**src/rtl/transaction_router_n.sv**
```systemverilog
// Ingress FIFO fanning out to NUM_DEST egress FIFOs, steered by the top DEST_W bits of each word,
// with a control FSM that latches occupancy thresholds and traps overflow/underflow.
module transaction_router_n #(
    parameter int DATA_W    = 6,
    parameter int NUM_DEST  = 4,
    parameter int DEST_W    = 2,
    parameter int IN_DEPTH  = 4,
    parameter int OUT_DEPTH = 4,
    parameter int CNT_W     = 3
) (
    input  logic                         clk_i,
    input  logic                         reset_i,
    input  logic                         init_i,
    input  logic                         enable_i,
    input  logic                         push_i,
    input  logic [DATA_W-1:0]            data_in_i,
    input  logic [NUM_DEST-1:0]          pop_i,
    input  logic [CNT_W-1:0]             in_full_umbral_i,
    input  logic [CNT_W-1:0]             out_full_umbral_i,
    input  logic [CNT_W-1:0]             out_empty_umbral_i,
    output logic [NUM_DEST*DATA_W-1:0]   data_out_o,
    output logic [NUM_DEST-1:0]          valid_out_o,
    output logic                         almost_full_in_o,
    output logic [NUM_DEST-1:0]          almost_empty_out_o,
    output logic                         error_out_o,
    output logic                         active_out_o,
    output logic                         idle_out_o,
    output logic [2:0]                   state_out_o
);

    localparam int IN_AW  = $clog2(IN_DEPTH);
    localparam int OUT_AW = $clog2(OUT_DEPTH);
    localparam logic [CNT_W-1:0] IN_FULL_CNT = CNT_W'(IN_DEPTH);

    typedef enum logic [2:0] {
        ST_RESET  = 3'd0,
        ST_INIT   = 3'd1,
        ST_IDLE   = 3'd2,
        ST_ACTIVE = 3'd3,
        ST_ERROR  = 3'd4
    } state_t;

    state_t state_q, state_d;

    logic [CNT_W-1:0]  inFullThr_q, outFullThr_q, outEmptyThr_q;
    logic [IN_AW-1:0]  inWrPtr_q, inWrPtr_d, inRdPtr_q, inRdPtr_d;
    logic [CNT_W-1:0]  inCount_q, inCount_d;
    logic [OUT_AW-1:0] outWrPtr_q [NUM_DEST];
    logic [OUT_AW-1:0] outWrPtr_d [NUM_DEST];
    logic [OUT_AW-1:0] outRdPtr_q [NUM_DEST];
    logic [OUT_AW-1:0] outRdPtr_d [NUM_DEST];
    logic [CNT_W-1:0]  outCount_q [NUM_DEST];
    logic [CNT_W-1:0]  outCount_d [NUM_DEST];
    logic [DATA_W-1:0] inMem_q [IN_DEPTH];
    logic [DATA_W-1:0] outMem_q [NUM_DEST][OUT_DEPTH];
    logic [NUM_DEST*DATA_W-1:0] dataOut_q, dataOut_d;
    logic [NUM_DEST-1:0]        validOut_q, validOut_d;

    logic              opEn, inEmpty, pushOk, overflow, xfer, errNow, anyData;
    logic [DATA_W-1:0] headWord;
    logic [DEST_W-1:0] headDst;
    logic [NUM_DEST-1:0] outEmpty, popOk, underflowVec, dstHit;

    always_comb begin
        opEn     = enable_i && ((state_q == ST_IDLE) || (state_q == ST_ACTIVE));
        inEmpty  = (inCount_q == '0);
        headWord = inMem_q[inRdPtr_q];
        headDst  = headWord[DATA_W-1 -: DEST_W];
        // Full is judged on the pre-edge count, so a same-cycle transfer cannot rescue a push.
        pushOk   = opEn && push_i && (inCount_q != IN_FULL_CNT);
        overflow = opEn && push_i && (inCount_q == IN_FULL_CNT);
        xfer     = opEn && !inEmpty && (outCount_q[headDst] < outFullThr_q);
        outEmpty     = '0;
        popOk        = '0;
        underflowVec = '0;
        dstHit       = '0;
        for (int d = 0; d < NUM_DEST; d++) begin
            outEmpty[d]     = (outCount_q[d] == '0);
            popOk[d]        = opEn && pop_i[d] && !outEmpty[d];
            underflowVec[d] = opEn && pop_i[d] && outEmpty[d];
            dstHit[d]       = xfer && (headDst == DEST_W'(d));
        end
        errNow  = overflow || (|underflowVec);
        anyData = !inEmpty || !(&outEmpty);
    end

    always_comb begin
        state_d = state_q;
        unique case (state_q)
            ST_RESET:  state_d = ST_INIT;
            ST_INIT:   if (!init_i) state_d = ST_IDLE;
            ST_IDLE: begin
                if (errNow)       state_d = ST_ERROR;
                else if (init_i)  state_d = ST_INIT;
                else if (anyData) state_d = ST_ACTIVE;
            end
            ST_ACTIVE: begin
                if (errNow)        state_d = ST_ERROR;
                else if (!anyData) state_d = ST_IDLE;
            end
            ST_ERROR:  state_d = ST_ERROR;
            default:   state_d = ST_RESET;
        endcase
    end

    always_comb begin
        inWrPtr_d  = pushOk ? inWrPtr_q + IN_AW'(1) : inWrPtr_q;
        inRdPtr_d  = xfer ? inRdPtr_q + IN_AW'(1) : inRdPtr_q;
        inCount_d  = inCount_q + {{(CNT_W-1){1'b0}}, pushOk} - {{(CNT_W-1){1'b0}}, xfer};
        dataOut_d  = dataOut_q;
        validOut_d = '0;
        for (int d = 0; d < NUM_DEST; d++) begin
            outWrPtr_d[d] = dstHit[d] ? outWrPtr_q[d] + OUT_AW'(1) : outWrPtr_q[d];
            outRdPtr_d[d] = popOk[d] ? outRdPtr_q[d] + OUT_AW'(1) : outRdPtr_q[d];
            outCount_d[d] = outCount_q[d] + {{(CNT_W-1){1'b0}}, dstHit[d]}
                                          - {{(CNT_W-1){1'b0}}, popOk[d]};
            if (popOk[d]) begin
                dataOut_d[d*DATA_W +: DATA_W] = outMem_q[d][outRdPtr_q[d]];
                validOut_d[d]                 = 1'b1;
            end
        end
    end

    always_ff @(posedge clk_i or posedge reset_i) begin
        if (reset_i) begin
            state_q       <= ST_RESET;
            inFullThr_q   <= CNT_W'(IN_DEPTH - 1);
            outFullThr_q  <= CNT_W'(OUT_DEPTH - 1);
            outEmptyThr_q <= '0;
            inWrPtr_q     <= '0;
            inRdPtr_q     <= '0;
            inCount_q     <= '0;
            dataOut_q     <= '0;
            validOut_q    <= '0;
            for (int d = 0; d < NUM_DEST; d++) begin
                outWrPtr_q[d] <= '0;
                outRdPtr_q[d] <= '0;
                outCount_q[d] <= '0;
            end
        end else begin
            state_q    <= state_d;
            inWrPtr_q  <= inWrPtr_d;
            inRdPtr_q  <= inRdPtr_d;
            inCount_q  <= inCount_d;
            dataOut_q  <= dataOut_d;
            validOut_q <= validOut_d;
            for (int d = 0; d < NUM_DEST; d++) begin
                outWrPtr_q[d] <= outWrPtr_d[d];
                outRdPtr_q[d] <= outRdPtr_d[d];
                outCount_q[d] <= outCount_d[d];
            end
            if ((state_q == ST_INIT) && init_i) begin
                inFullThr_q   <= in_full_umbral_i;
                outFullThr_q  <= out_full_umbral_i;
                outEmptyThr_q <= out_empty_umbral_i;
            end
        end
    end

    // Storage arrays need no reset: pointers and counts alone define what is valid.
    always_ff @(posedge clk_i) begin
        if (pushOk) inMem_q[inWrPtr_q] <= data_in_i;
        for (int d = 0; d < NUM_DEST; d++) begin
            if (dstHit[d]) outMem_q[d][outWrPtr_q[d]] <= headWord;
        end
    end

    always_comb begin
        data_out_o       = dataOut_q;
        valid_out_o      = validOut_q;
        almost_full_in_o = (inCount_q >= inFullThr_q);
        for (int d = 0; d < NUM_DEST; d++) begin
            almost_empty_out_o[d] = (outCount_q[d] <= outEmptyThr_q);
        end
        error_out_o  = (state_q == ST_ERROR);
        active_out_o = (state_q == ST_ACTIVE);
        idle_out_o   = (state_q == ST_IDLE);
        state_out_o  = state_q;
    end

endmodule
```
**config.mk**
```make
export PLATFORM = sky130hd
export DESIGN_NAME = transaction_router_n
export DESIGN_NICKNAME = d
export VERILOG_FILES = /design/src/rtl/transaction_router_n.sv
export SDC_FILE = /design/constraint.sdc
export NUM_CORES = 1
export LEC_CHECK = 0
export CAP_MARGIN = 20
export CORE_MARGIN = 5
export CORE_UTILIZATION = 61
export CTS_BUF_LIST = sky130_fd_sc_hd__clkbuf_4
export CTS_CLUSTER_SIZE = 30
export DETAILED_ROUTE_END_ITERATION = 8
export PLACE_DENSITY = 0.83
export SYNTH_ARGS = -nofsm -noshare
export SYNTH_HDL_FRONTEND = slang
export SYNTH_SLANG_ARGS = --single-unit
```
**constraint.sdc**
```tcl
create_clock -name clk_i -period 5.5 [get_ports clk_i]
set_input_delay 0.825 -clock clk_i [delete_from_list [all_inputs] [get_ports clk_i]]
set_output_delay 0.825 -clock clk_i [all_outputs]
set_load 0.01 [all_outputs]
```
==> results.toml <==
[outcome]
outcome = "finished clean"

[global_route]
grt_max_degree = 76
grt_pass1_vias = 4916
antenna_found_initial = 1
grtUsageTotal_pct = 20.10
grt_overflow = 0
grt_pass1_wl_mm = 25.12

[floorplanning]
die-area_um2 = 16470
num_rows = 43
core_um2 = 13830
io_pins = 63
fp.dieH_um = 128.3
die_w_um = 128.3
initial_core_util_pct = 61.78

[logic_synthesis]
netlist_instances = 529
postSynth.topFlopCell = "edfxtp_1"
ys_ff_latch = 195
syn_nets = 605
synth_warnings = 0
synth_seq_area_share_pct = 64.22
synth_area_um2 = 8542
ys_types = 48
synthArstFlopShare_pct = 38.46
syn_area_per_cell_um2 = 16.15
synth_edf_count = 120

[cells_and_area]
finalNonFillerCells = 790
layout_common_cells = "edfxtp_1, dfrtp_1, clkdlybuf4s50_1"
area_delta_synth_final_pct = 13.17
final_common_cell = "edfxtp_1"
fin_util_pct = 69.91
drive_gt1_share_pct = 16.91
fin_area_um2 = 9667
final_nets = 672

[placed_design]
routabilityCongestion = 0.8447
hpwlAfterDp_mm = 10.69
placed_cell_area_um2 = 9343
portBuffers = 62
dp_cells = 756

[power]
internal_power_mw = 3.247
p_sw_share_pct = 33.92
leakagePower_nw = 3.671
p_switching_mw = 1.666
power_per_cell_area_nw_per_um2 = 508.2
pwr-share-comb_pct = 37.8
power_frac_clock_pct = 15.7
ir_drop_uv = 220.6
power.share.sequential_pct = 46.5

[clock_network]
cts_root_buffer = "clkbuf_4"
cts.sinks = 195
cts.path.max_buffers = 2
cts_tree = "done"
cts_hold_buffers = 0
ctsResizeCount = 0
h-tree-depth = 4
cts_setup_buffers = 0
worstSkewPairLatency_ns = 0.56
numCtsBuffers = 17
clk_transition_reported_paths_ns = 0.14

[sta]
worst_slew_pin_slew_ns = 0.9297
maxSlewViolCount = 0
slew_headroom_pct = 37.79
hold_viol = 0
final-setup-viol-count = 0
skew_ns = 0.01623
tns_ns = 0
max_freq_mhz = 209.6
finalCritPeriodShare_pct = 86.73
rsz0062_at_grt = "no"
period_minus_slack_ns = 4.770

[setup_path]
crit_fanout = 23
cpPeakStageDelay_ns = 0.83
crit_chain = "mux4_2, mux4_2, ha_1, a21oi_1, nand3_1, a211o_1, a211oi_4, inv_1, ha_1, inv_1, ha_1, inv_1, fa_1, xnor2_1, xnor2_1"
r2r-start = "inRdPtr_q[0]"
cp-end-kind = "register"
path_class = "reg2reg"
required_ns = 5.99
crit_path_start_kind = "register"
cp_slowest_cell = "mux4_2"
cp_data_arrival_time_ns = 5.26
cp-startpoint = "inRdPtr_q[0]"

[drt]
viasPerCell = 5.701
ant_nets = 0
wl_per_cell_um = 19.11
first_pass_iters = 6
vias = 4504
wl_mm = 15.10
drc = 0
drt_iter0_drc = 377

[min_path]
min_from = "data_out_o[11]"
min_path_type = "reg2reg"

[run]
drv_cap = 0
## layer usage
metal	share of wire [%]	global-route usage (%)	vias up	wire (µm)
met5	0	0	-	0
met2	54	35.06	93	8132
met1	40	25.04	2316	6104
met4	2.3	7.428	0	353
met3	3.4	4.068	32	506
li1	-	-	2063	-
## kinds of logic after synthesis
logic type	Yosys count	share of synthesized area [%]
DFF	195	64.22
xor gates and xnor gates	23	2.358
adders and majority gates	52	8.056
AOI/OAI and AO/OA	40	3.604
buffers and inverters	64	2.915
and+or+nand+nor	89	5.713
muxes	66	13.14
## cells in the mapped netlist, types with 2 or more instances
master,count,area share [%]
xnor2_1,17,1.7
nor3_1,6,0.35
xor2_1,6,0.62
nor2b_1,6,0.44
mux2_4,2,0.35
ha_1,47,6.9
edfxtp_1,120,42
nor3b_1,4,0.35
a21o_1,2,0.18
and3_1,3,0.22
nand2_1,18,0.79
o21ai_0,12,0.70
o211ai_1,2,0.18
o21a_1,5,0.44
dfrtp_1,71,21
nor2_1,8,0.35
clkbuf_1,9,0.40
or3_1,3,0.22
nand2b_1,6,0.44
nand3_1,7,0.41
fa_1,5,1.2
a211o_1,2,0.21
a21oi_1,5,0.29
dfstp_2,4,1.2
mux2_2,28,3.7
and2_1,22,1.6
inv_1,44,1.9
mux2i_1,3,0.35
a211oi_4,2,0.47
and3b_1,2,0.21
mux4_2,32,8.4
buf_1,9,0.40
nand3b_1,2,0.18
## through the flow
stage	setup WS, ns	total power [mW]	hold slack, ns
4_1_cts	0.7235	4.962	0.5272
6_report	0.7297	4.913	0.5258
2_1_floorplan	1.190	3.468	0.4799
3_5_place_dp	0.7779	4.194	0.4958
5_1_grt	0.4526	5.251	0.5431
3_3_place_gp	0.9821	4.045	0.4888
## worst max-delay path, delay by kind of cell (launching register included)
| kind | cells | cell delay (ns) |
|---|---|---|
| compound gates | 3 | 0.88 |
| xor+xnor | 2 | 0.35 |
| fa+ha+maj | 4 | 1.09 |
| buf+inv | 3 | 0.19 |
| flops | 1 | 0.72 |
| mux | 2 | 1.20 |
| simple gates | 1 | 0.25 |
## worst paths after layout
path                                        end  slack, ns  cells past startpoint
worst max register to register    outCount_q[5]       0.73                     15
worst min-delay path             data_out_o[11]       0.53                      1
worst min register to register   data_out_o[11]       0.53                      1
max in group asynchronous       outFullThr_q[0]       4.24                      4
worst max-delay path              outCount_q[5]       0.73                     15
min in group asynchronous          inWrPtr_q[0]       0.61                      3
## flip-flops by register name, summed over array words and instances, names as in the netlist, 4 cells and up
name         cells
outMem_q        96
outRdPtr_q       8
data_out_o      24
outWrPtr_q       8
inMem_q         24
valid_out_o      4
outCount_q      12
## power by group through the flow
stage	Sequential (mW)	Combinational, mW	Clock (mW)
4_1_cts	2.29	1.88	0.793
2_1_floorplan	2.18	1.29	0
5_1_grt	2.34	2.06	0.855
6_report	2.28	1.86	0.770
3_5_place_dp	2.32	1.87	0
3_3_place_gp	2.30	1.75	0
## cell type report
| type | instances | area (µm²) |
|---|---|---|
| sequential | 195 | 5485 |
| fill | 905 | 4160 |
| multi-input combinational | 270 | 2808 |
| timing repair buffer | 68 | 685.7 |
| tap | 180 | 225.2 |
| inverter | 44 | 166.4 |
| clock inverter | 14 | 158.9 |
| clock buffer | 18 | 135.1 |
| antenna | 1 | 2.502 |
Power figures use the tool's default switching activity.
